`src/rtl/io_oreg_serializer.sv`:
```
`default_nettype none
// ============================================================================
// Module   : io_oreg_serializer
// Brief    : Output IO register stage, parallel word in, one bit per CLK out
// Revision : 1.0
// ============================================================================

module io_oreg_serializer #(
  parameter int WIDTH     = 4,
  parameter bit MSB_FIRST = 1'b1
) (
  input  logic             CLK,
  input  logic             RST,
  input  logic [WIDTH-1:0] PDATA,
  input  logic             PVALID,
  output logic             PREADY,
  input  logic             PEN,
  output logic             Q,
  output logic             OE,
  output logic             BUSY
);

  localparam int c_cnt_w = (WIDTH > 1) ? $clog2(WIDTH) : 1;
  localparam logic [c_cnt_w-1:0] c_last = c_cnt_w'(WIDTH - 1);
  localparam logic [c_cnt_w-1:0] c_one  = c_cnt_w'(1);

  localparam logic [0:0] c_st_idle  = 1'b0;
  localparam logic [0:0] c_st_shift = 1'b1;

  logic [0:0]         r_state;
  logic [WIDTH-1:0]   r_shift;
  logic [c_cnt_w-1:0] r_cnt;
  logic               r_q;
  logic               r_oe;
  logic               r_busy;

  logic               w_first;
  logic [WIDTH-1:0]   w_load_rest;
  logic               w_next;
  logic [WIDTH-1:0]   w_step;
  logic               w_last;
  logic               w_accept;

  // The shift register only holds the bits not yet driven onto Q.
  generate
    if (MSB_FIRST) begin : g_msb_first
      assign w_first     = PDATA[WIDTH-1];
      assign w_load_rest = PDATA << 1;
      assign w_next      = r_shift[WIDTH-1];
      assign w_step      = r_shift << 1;
    end else begin : g_lsb_first
      assign w_first     = PDATA[0];
      assign w_load_rest = PDATA >> 1;
      assign w_next      = r_shift[0];
      assign w_step      = r_shift >> 1;
    end
  endgenerate

  assign w_last   = (r_cnt == c_last);
  assign PREADY   = !RST && ((r_state == c_st_idle) ||
                             ((r_state == c_st_shift) && w_last));
  assign w_accept = PVALID && PREADY;

  always_ff @(posedge CLK or posedge RST) begin
    if (RST) begin
      r_state <= c_st_idle;
      r_shift <= '0;
      r_cnt   <= '0;
      r_q     <= 1'b0;
      r_oe    <= 1'b0;
      r_busy  <= 1'b0;
    end else if (w_accept) begin
      r_state <= c_st_shift;
      r_shift <= w_load_rest;
      r_cnt   <= '0;
      r_q     <= w_first;
      r_oe    <= PEN;
      r_busy  <= 1'b1;
    end else if (r_state == c_st_shift) begin
      if (!w_last) begin
        r_shift <= w_step;
        r_cnt   <= r_cnt + c_one;
        r_q     <= w_next;
      end else begin
        r_state <= c_st_idle;
        r_shift <= '0;
        r_cnt   <= '0;
        r_q     <= 1'b0;
        r_oe    <= 1'b0;
        r_busy  <= 1'b0;
      end
    end
  end

  assign Q    = r_q;
  assign OE   = r_oe;
  assign BUSY = r_busy;

endmodule

`default_nettype wire

```
`config.mk`:
```
export PLATFORM = sky130hd
export DESIGN_NAME = io_oreg_serializer
export DESIGN_NICKNAME = d
export VERILOG_FILES = /design/src/rtl/io_oreg_serializer.sv
export SDC_FILE = /design/constraint.sdc
export NUM_CORES = 1
export LEC_CHECK = 0
export BUFFER_PORTS_ARGS = -buffer_cell sky130_fd_sc_hd__buf_4
export CORE_AREA = 3 3 44 46
export DETAILED_ROUTE_END_ITERATION = 8
export DIE_AREA = 0 0 47 49
export HOLD_SLACK_MARGIN = 0.02
export PLACE_DENSITY = 0.5
export SYNTH_ARGS = -nofsm -noshare
export SYNTH_HDL_FRONTEND = slang
export SYNTH_SLANG_ARGS = --single-unit
```
`constraint.sdc`:
```
create_clock -name CLK -period 1.8 [get_ports CLK]
set_input_delay 0.36 -clock CLK [delete_from_list [all_inputs] [get_ports CLK]]
set_output_delay 0.36 -clock CLK [all_outputs]
set_load 0.005 [all_outputs]
```
; Word-level counts from Yosys, hierarchy flattened
; Index checks and enable logic that the tools add are counted.
[classes]
muxes = 16
shift = 0
addsub = 1
mul = 0
magnitude_cmp = 0
div_mod_pow = 0
reduce_logical = 8
eq_ne = 1
n_bitwise = 1
[ops]
columns = cell, count
row1 = 4-bit two-way mux, 3
row2 = 1-bit two-way mux, 10
row3 = 2-bit two-way mux, 3
row4 = 2-bit nonzero test, 2
row5 = 1-bit logical AND, 3
row6 = 2-bit by 1-bit adder with 2-bit output (second input constant), 1
row7 = 2-bit == test (second input constant), 1
row8 = 2-bit AND reduction, 1
row9 = 1-bit zero test, 1
row10 = 1-bit logical OR, 1
row11 = 1-bit NOT, 1
[word_totals]
ramBits = 0
memories = 0
regBits = 10
mem_bits_ro = 0
in_bits = 8
latchBits = 0
elab_cells = 33

; Depth between registers and ports, before layout
; Gate-level depths: netlist of run 1.
[depth]
word_depth = 7
mapped_depth = 5
mapped_depth_nobuf = 4

; Worst setup path after synthesis of run 1
; OpenSTA, ideal clock, no wires.
[synth_path]
path_type = register -> output
startpoint = register r_cnt[0]
endpoint = output PREADY
stages_incl_launch_ff = 5
setup_slack_ns = 0.511
n_path_buf = 1
arrival_ns = 0.929
path_cell_list = dfrtp_1 ha_1 clkbuf_2 nor2b_4 nor2_1
[synth_between]
elab_chain_len = 4
[synth_rtl]
columns = element, line_no
row1 = start: declaration, 32  ; logic [c_cnt_w-1:0] r_cnt;
row2 = start signal: assignment, 82  ; r_cnt <= r_cnt + c_one;
row3 = 2-bit == test, 59  ; assign w_last = (r_cnt == c_last);
row4 = 1-bit logical AND, 61  ; ((r_state == c_st_shift) && w_last));
row5 = 1-bit logical OR, 60  ; assign PREADY = !RST && ((r_state == c_st_idle) ||
row6 = 1-bit logical AND, 60
row7 = end: declaration, 16  ; output logic PREADY,
; No other way between the ends.

; Worst setup path after layout of run 1
; Ends and elaborated chain as after synthesis.

==> results of run 1 <==
timing repair:
action / in CTS / in global routing
resized for setup: 0 / 0
setup buffers: 0 / 1
setup endpoints to repair: 0 / 1
hold buffers: 0 / 0
hold endpoints to repair: 0 / 0
logic make-up after synthesis:
group,Yosys count
muxes,6
DFF,9
buffers and inverters,4
AOI/OAI and AO/OA,11
and+or+nand+nor,9
adders and majority gates,1
sequential cells by signal, indices dropped and copies added, names as in the netlist:
signal   cells
OE           1
r_shift      3
BUSY         1
Q            1
r_state      1
r_cnt        2
layer usage:
layer	part of all wire, %	wire, microns	track usage, %
met5	0	0	0
met4	0.68	6	2.76
met3	7.4	66	5.54
met2	44	391	11.8
met1	48	424	10.8
layout make-up:
type,count,area share [%]
multi-input combinational,27,35.5
clock buffer,4,4.55
tap,16,3.46
sequential,9,39.0
timing repair buffer,13,16.9
inverter,1,0.649
final timing paths:
| path | startpoint | to | slack, ns | cells past startpoint |
|---|---|---|---|---|
| setup / recovery | r_cnt[0] | PREADY | 0.09 | 4 |
| hold / removal | RST | r_shift[1] | 0.08 | 2 |
| setup reg to reg | r_cnt[0] | r_cnt[0] | 0.51 | 4 |
| hold reg to reg | r_cnt[1] | r_cnt[1] | 0.50 | 1 |
| max in group asynchronous | RST | BUSY | 1.47 | 2 |
| min in group CLK | PDATA[0] | r_shift[1] | 0.34 | 3 |
per-stage QoR:
| step | instance area, sq um | utilization, % | std cells |
|---|---|---|---|
| 2_1_floorplan | 465 | - | 40 |
| 3_3_place_gp | 544 | 35.3 | 65 |
| 3_5_place_dp | 544 | 35.3 | 65 |
| 4_1_cts | 571 | 37.0 | 69 |
| 5_1_grt | 578 | 37.5 | 70 |
| 6_report | 578 | 37.5 | 70 |
where the power goes:
part,internal (mW),switching [mW]
sequential,0.284,0.0651
combinational,0.189,0.135
clock,0.0856,0.0730
layout by cell type, fill, tap and decap left out:
cell type	n
mux2_2	1
or2_1	1
buf_4	13
nand2_1	1
inv_1	1
clkbuf_4	3
nor2b_4	1
o21ai_1	4
a32oi_1	4
nor2b_2	1
mux2i_1	5
o21ai_0	1
a31oi_1	1
nor2_1	3
a32o_1	1
nand2b_1	1
nand3_1	1
clkbuf_1	1
dfrtp_1	9
ha_1	1
==> impl_metrics.env, run 1 <==
export IMPL_synthCells=40
export IMPL_synth_top_family_by_area="compound AO/OA/AOI/OAI gates"
export IMPL_drt_total_wl_microns=888
export IMPL_setup_tns_ns=0
export IMPL_clockRootBuffer="clkbuf_4"
export IMPL_ir_worst_vdd_mv=0.666
export IMPL_synth_xor_xnor_area_share_pct=0
export IMPL_rows=14
export IMPL_crit_slowest_cell="dfrtp_1"
export IMPL_synth_compound_area_share_pct=16.4
export IMPL_layout_drive_gt1_share_pct=35.2
export IMPL_synth_seq_area_share_pct=48.4
export IMPL_dr_pass1_iters=4
export IMPL_cts_inserted_buffers=3
export IMPL_p_total_uw=832
export IMPL_io_buffers=11
export IMPL_cp_arrival_ns=1.35
export IMPL_vias=352
export IMPL_yosys_area_top_type="dfrtp_1"
export IMPL_hold_violations=0
export IMPL_slew_limit_headroom_pct=76.5
export IMPL_multiInputGateArea_sq_um=205
export IMPL_gp_congestion=0.698
export IMPL_setup_viol=0
export IMPL_worst_pin_slew_ns=0.351
export IMPL_grt_max_degree=15
export IMPL_synth_nets=49
export IMPL_drc_errors=0
export IMPL_yosysWarnings=0
export IMPL_gr_total_overflow=0
export IMPL_diodes=0
export IMPL_synthMuxAreaShare_pct=13.2
export IMPL_slowest_delay_ns=0.38
export IMPL_synthTopCellsByArea="dfrtp_1 48%, mux2i_1 11%, a32oi_1 7.5%"
export IMPL_pin_count=12
export IMPL_die_w_microns=47
export IMPL_hold_class="primary input to async pin"
export IMPL_clock_sinks=9
export IMPL_fillCellCount=166
export IMPL_yosys_register_bits=9
export IMPL_cp_cell_sequence="ha_1, nor2b_4, nor2_1, buf_4"
export IMPL_worstSkewPairLatency_ns=0.26
export IMPL_place_ws_ns=0.350
export IMPL_area_delta_synth_final_pct=24.2
export IMPL_avgSynthCellArea_sq_um=11.6
export IMPL_fmax_mhz=585
export IMPL_cp_max_fo=8
export IMPL_syn_area_sq_um=465
export IMPL_crit_family="flip-flops"
export IMPL_grt_pass1_wl_microns=1410
export IMPL_synth_common_cells="9 x dfrtp_1, 5 x mux2i_1, 4 x a32oi_1, 4 x o21ai_1, 3 x nor2_1"
export IMPL_period_share_pct=94.9
export IMPL_dp_final_hpwl_microns=628
export IMPL_num_nets_final=64
export IMPL_slew_viol_final=0
export IMPL_p_leak_nw=0.265
export IMPL_synth_distinct_cells=20
export IMPL_crit_buf_inv=1
export IMPL_die_h_microns=49
export IMPL_ys_async_sr_fraction_pct=100
export IMPL_synth_most_common_cell="dfrtp_1"
export IMPL_dieArea_sq_mm=0.00230
export IMPL_synth_simple_area_share_pct=11.8
export IMPL_synth_top_area_share_pct=48.4
export IMPL_drtIter0Drc=5
export IMPL_synth_edf_count=0
export IMPL_viasPerCell=5.03
export IMPL_cts_path_max_buffers=2
export IMPL_start_util_pct=30.2
export IMPL_timing_final_ws_setup_ns=0.0910
export IMPL_cts_tree="yes"
export IMPL_status="finished clean"
export IMPL_power_density_mw_per_mm2=1440
export IMPL_grt_pass1_vias=332
export IMPL_track_usage_pct=8.59
export IMPL_regArea_sq_um=225
export IMPL_startpoint_type="flop"
export IMPL_fin_crit_ns=1.71
export IMPL_synthAdderAreaFrac_pct=2.69
export IMPL_core_sq_mm=0.00154
export IMPL_antenna_found_initial=0
export IMPL_final_antenna_net_count=0
export IMPL_clk_pin_slew_ns=0.06
export IMPL_synth_main_ff_cell="dfrtp_1"
export IMPL_clock_skew_ns=0.00157
export IMPL_rsz0062_at_grt="false"
export IMPL_endpoint_kind="primary output"
export IMPL_cts_htree_levels=1
export IMPL_critPathKind="flop to primary output"
export IMPL_cp_required_ns=1.44
export IMPL_max_cap_violations=0
export IMPL_wire_per_inst_microns=12.7
export IMPL_fin_hold_ws_ns=0.0778
Note: power is estimated with default switching activity, not from simulation.
==> run 2: changes to the inputs <==
GPL_TIMING_DRIVEN = 0   (was unset)
REMOVE_ABC_BUFFERS = 1   (was unset)
==> run 2 against run 1 <==
Via count is 0.28% lower; cell count is 1.4% lower; global-route usage is 0.065 points higher; largest cell class unchanged; worst setup slack better by 0.017 ns; register-to-register slack hardly changed.
==> impl_metrics.env, run 2 (same netlist as run 1, synthesis figures left out) <==
export IMPL_cp_required_ns=1.44
export IMPL_dp_final_hpwl_microns=631
export IMPL_die_h_microns=49
export IMPL_slew_limit_headroom_pct=56.3
export IMPL_timing_final_ws_setup_ns=0.108
export IMPL_slowest_delay_ns=0.38
export IMPL_critPathKind="flop to primary output"
export IMPL_cts_inserted_buffers=3
export IMPL_status="finished clean"
export IMPL_ir_worst_vdd_mv=0.603
export IMPL_instances_no_fill=69
export IMPL_rrSetupSlack_ns=0.50
export IMPL_place_ws_ns=0.230
export IMPL_slew_viol_final=0
export IMPL_drt_total_wl_microns=890
export IMPL_core_sq_mm=0.00154
export IMPL_r2r_end="r_shift[3]"
export IMPL_diodes=0
export IMPL_rsz0062_at_grt="false"
export IMPL_dr_pass1_iters=4
export IMPL_rows=14
export IMPL_cts_tree="yes"
export IMPL_clk_pin_slew_ns=0.06
export IMPL_start_util_pct=30.2
export IMPL_cts_htree_levels=1
export IMPL_clockRootBuffer="clkbuf_4"
export IMPL_grt_pass1_wl_microns=1350
export IMPL_clock_sinks=9
export IMPL_crit_start="r_cnt[0]"
export IMPL_crit_slowest_cell="dfrtp_1"
export IMPL_final_antenna_net_count=0
export IMPL_setup_tns_ns=0
export IMPL_fin_crit_ns=1.69
export IMPL_vias=351
export IMPL_max_cap_violations=0
export IMPL_final_common_cell="buf_4"
export IMPL_worst_pin_slew_ns=0.653
export IMPL_cts_resized=0
export IMPL_wire_per_inst_microns=12.9
export IMPL_rr_worst_depth=5
export IMPL_p_leak_nw=0.260
export IMPL_clock_skew_ns=0.00631
export IMPL_fmax_mhz=591
export IMPL_drc_errors=0
export IMPL_fin_area_sq_um=571
export IMPL_dp_cells=64
export IMPL_reg_top3="r_shift: 3 flops, r_cnt: 2 flops"
export IMPL_power_density_mw_per_mm2=1460
export IMPL_layout_drive_gt1_share_pct=34.0
export IMPL_crit_buf_inv=1
export IMPL_die_w_microns=47
export IMPL_hold_violations=0
export IMPL_startpoint_type="flop"
export IMPL_antenna_found_initial=0
export IMPL_gr_total_overflow=0
export IMPL_period_share_pct=94.0
export IMPL_drtIter0Drc=8
export IMPL_cp_arrival_ns=1.33
export IMPL_num_nets_final=63
export IMPL_grt_max_degree=15
export IMPL_worstSkewPairLatency_ns=0.26
export IMPL_largest_register_ffs=3
export IMPL_pin_count=12
export IMPL_setup_viol=0
export IMPL_gp_congestion=0.703
export IMPL_dieArea_sq_mm=0.00230
export IMPL_cts_path_max_buffers=2
export IMPL_cp_cell_sequence="ha_1, nor2b_4, nor2_1, buf_4"
export IMPL_regMostFlops="r_shift"
export IMPL_viasPerCell=5.09
export IMPL_final_cell_mix="12 x buf_4, 9 x dfrtp_1, 5 x mux2i_1"
export IMPL_p_total_uw=834
export IMPL_cp_max_fo=8
export IMPL_placed_cell_area_sq_um=537
export IMPL_area_delta_synth_final_pct=22.6
export IMPL_track_usage_pct=8.65
export IMPL_crit_family="flip-flops"
export IMPL_endpoint_kind="primary output"
export IMPL_rr_startpoint="r_cnt[0]"
export IMPL_grt_pass1_vias=305
export IMPL_hold_class="primary input to async pin"
export IMPL_io_buffers=11
-- run 2: cell types whose count changed in the layout (fill, tap and decap cells not counted), sizes merged --
cell	before	now
buf	13	12
-- run 2: layout make-up --
cell class | instances | area, sq um
timing repair buffer | 12 | 90.1
multi-input combinational | 27 | 205
tap | 16 | 20.0
fill | 172 | 971
inverter | 1 | 3.75
clock buffer | 4 | 26.3
sequential | 9 | 225
-- run 2: where the power goes --
part	leakage [nW]	internal [mW]	switching, mW
combinational	0.130	0.188	0.142
clock	0.0150	0.0854	0.0703
sequential	0.115	0.284	0.0650
-- run 2: worst max path at each step --
stage	end	slack, ns	cells past startpoint
finish	PREADY	0.11	4
global route	PREADY	0.02	4
CTS	PREADY	0.03	4
detailed placement	r_cnt[1]	0.23	4
global placement	r_cnt[1]	0.23	4
floorplan	r_cnt[1]	0.51	3
-- run 2: metrics by stage --
step                      hold slack, ns  util, %
after floorplan                    0.188        -
after global placement             0.370     34.8
after detailed placement           0.377     34.8
after CTS                         0.0881     36.5
after global routing              0.0923     37.0
final                             0.0735     37.0
-- run 2: metal layers --
metal  GRT usage [%]  wire, microns  vias up
met5               0              0        -
met2            11.3            366       13
li1                -              -      175
met3            8.12            105        0
met1            10.6            418      163
met4            1.38              0        0
-- run 2: repair_timing --
action | CTS | global route
setup endpoints to repair | 0 | 1
setup buffers | 0 | 1
hold buffers | 0 | 0
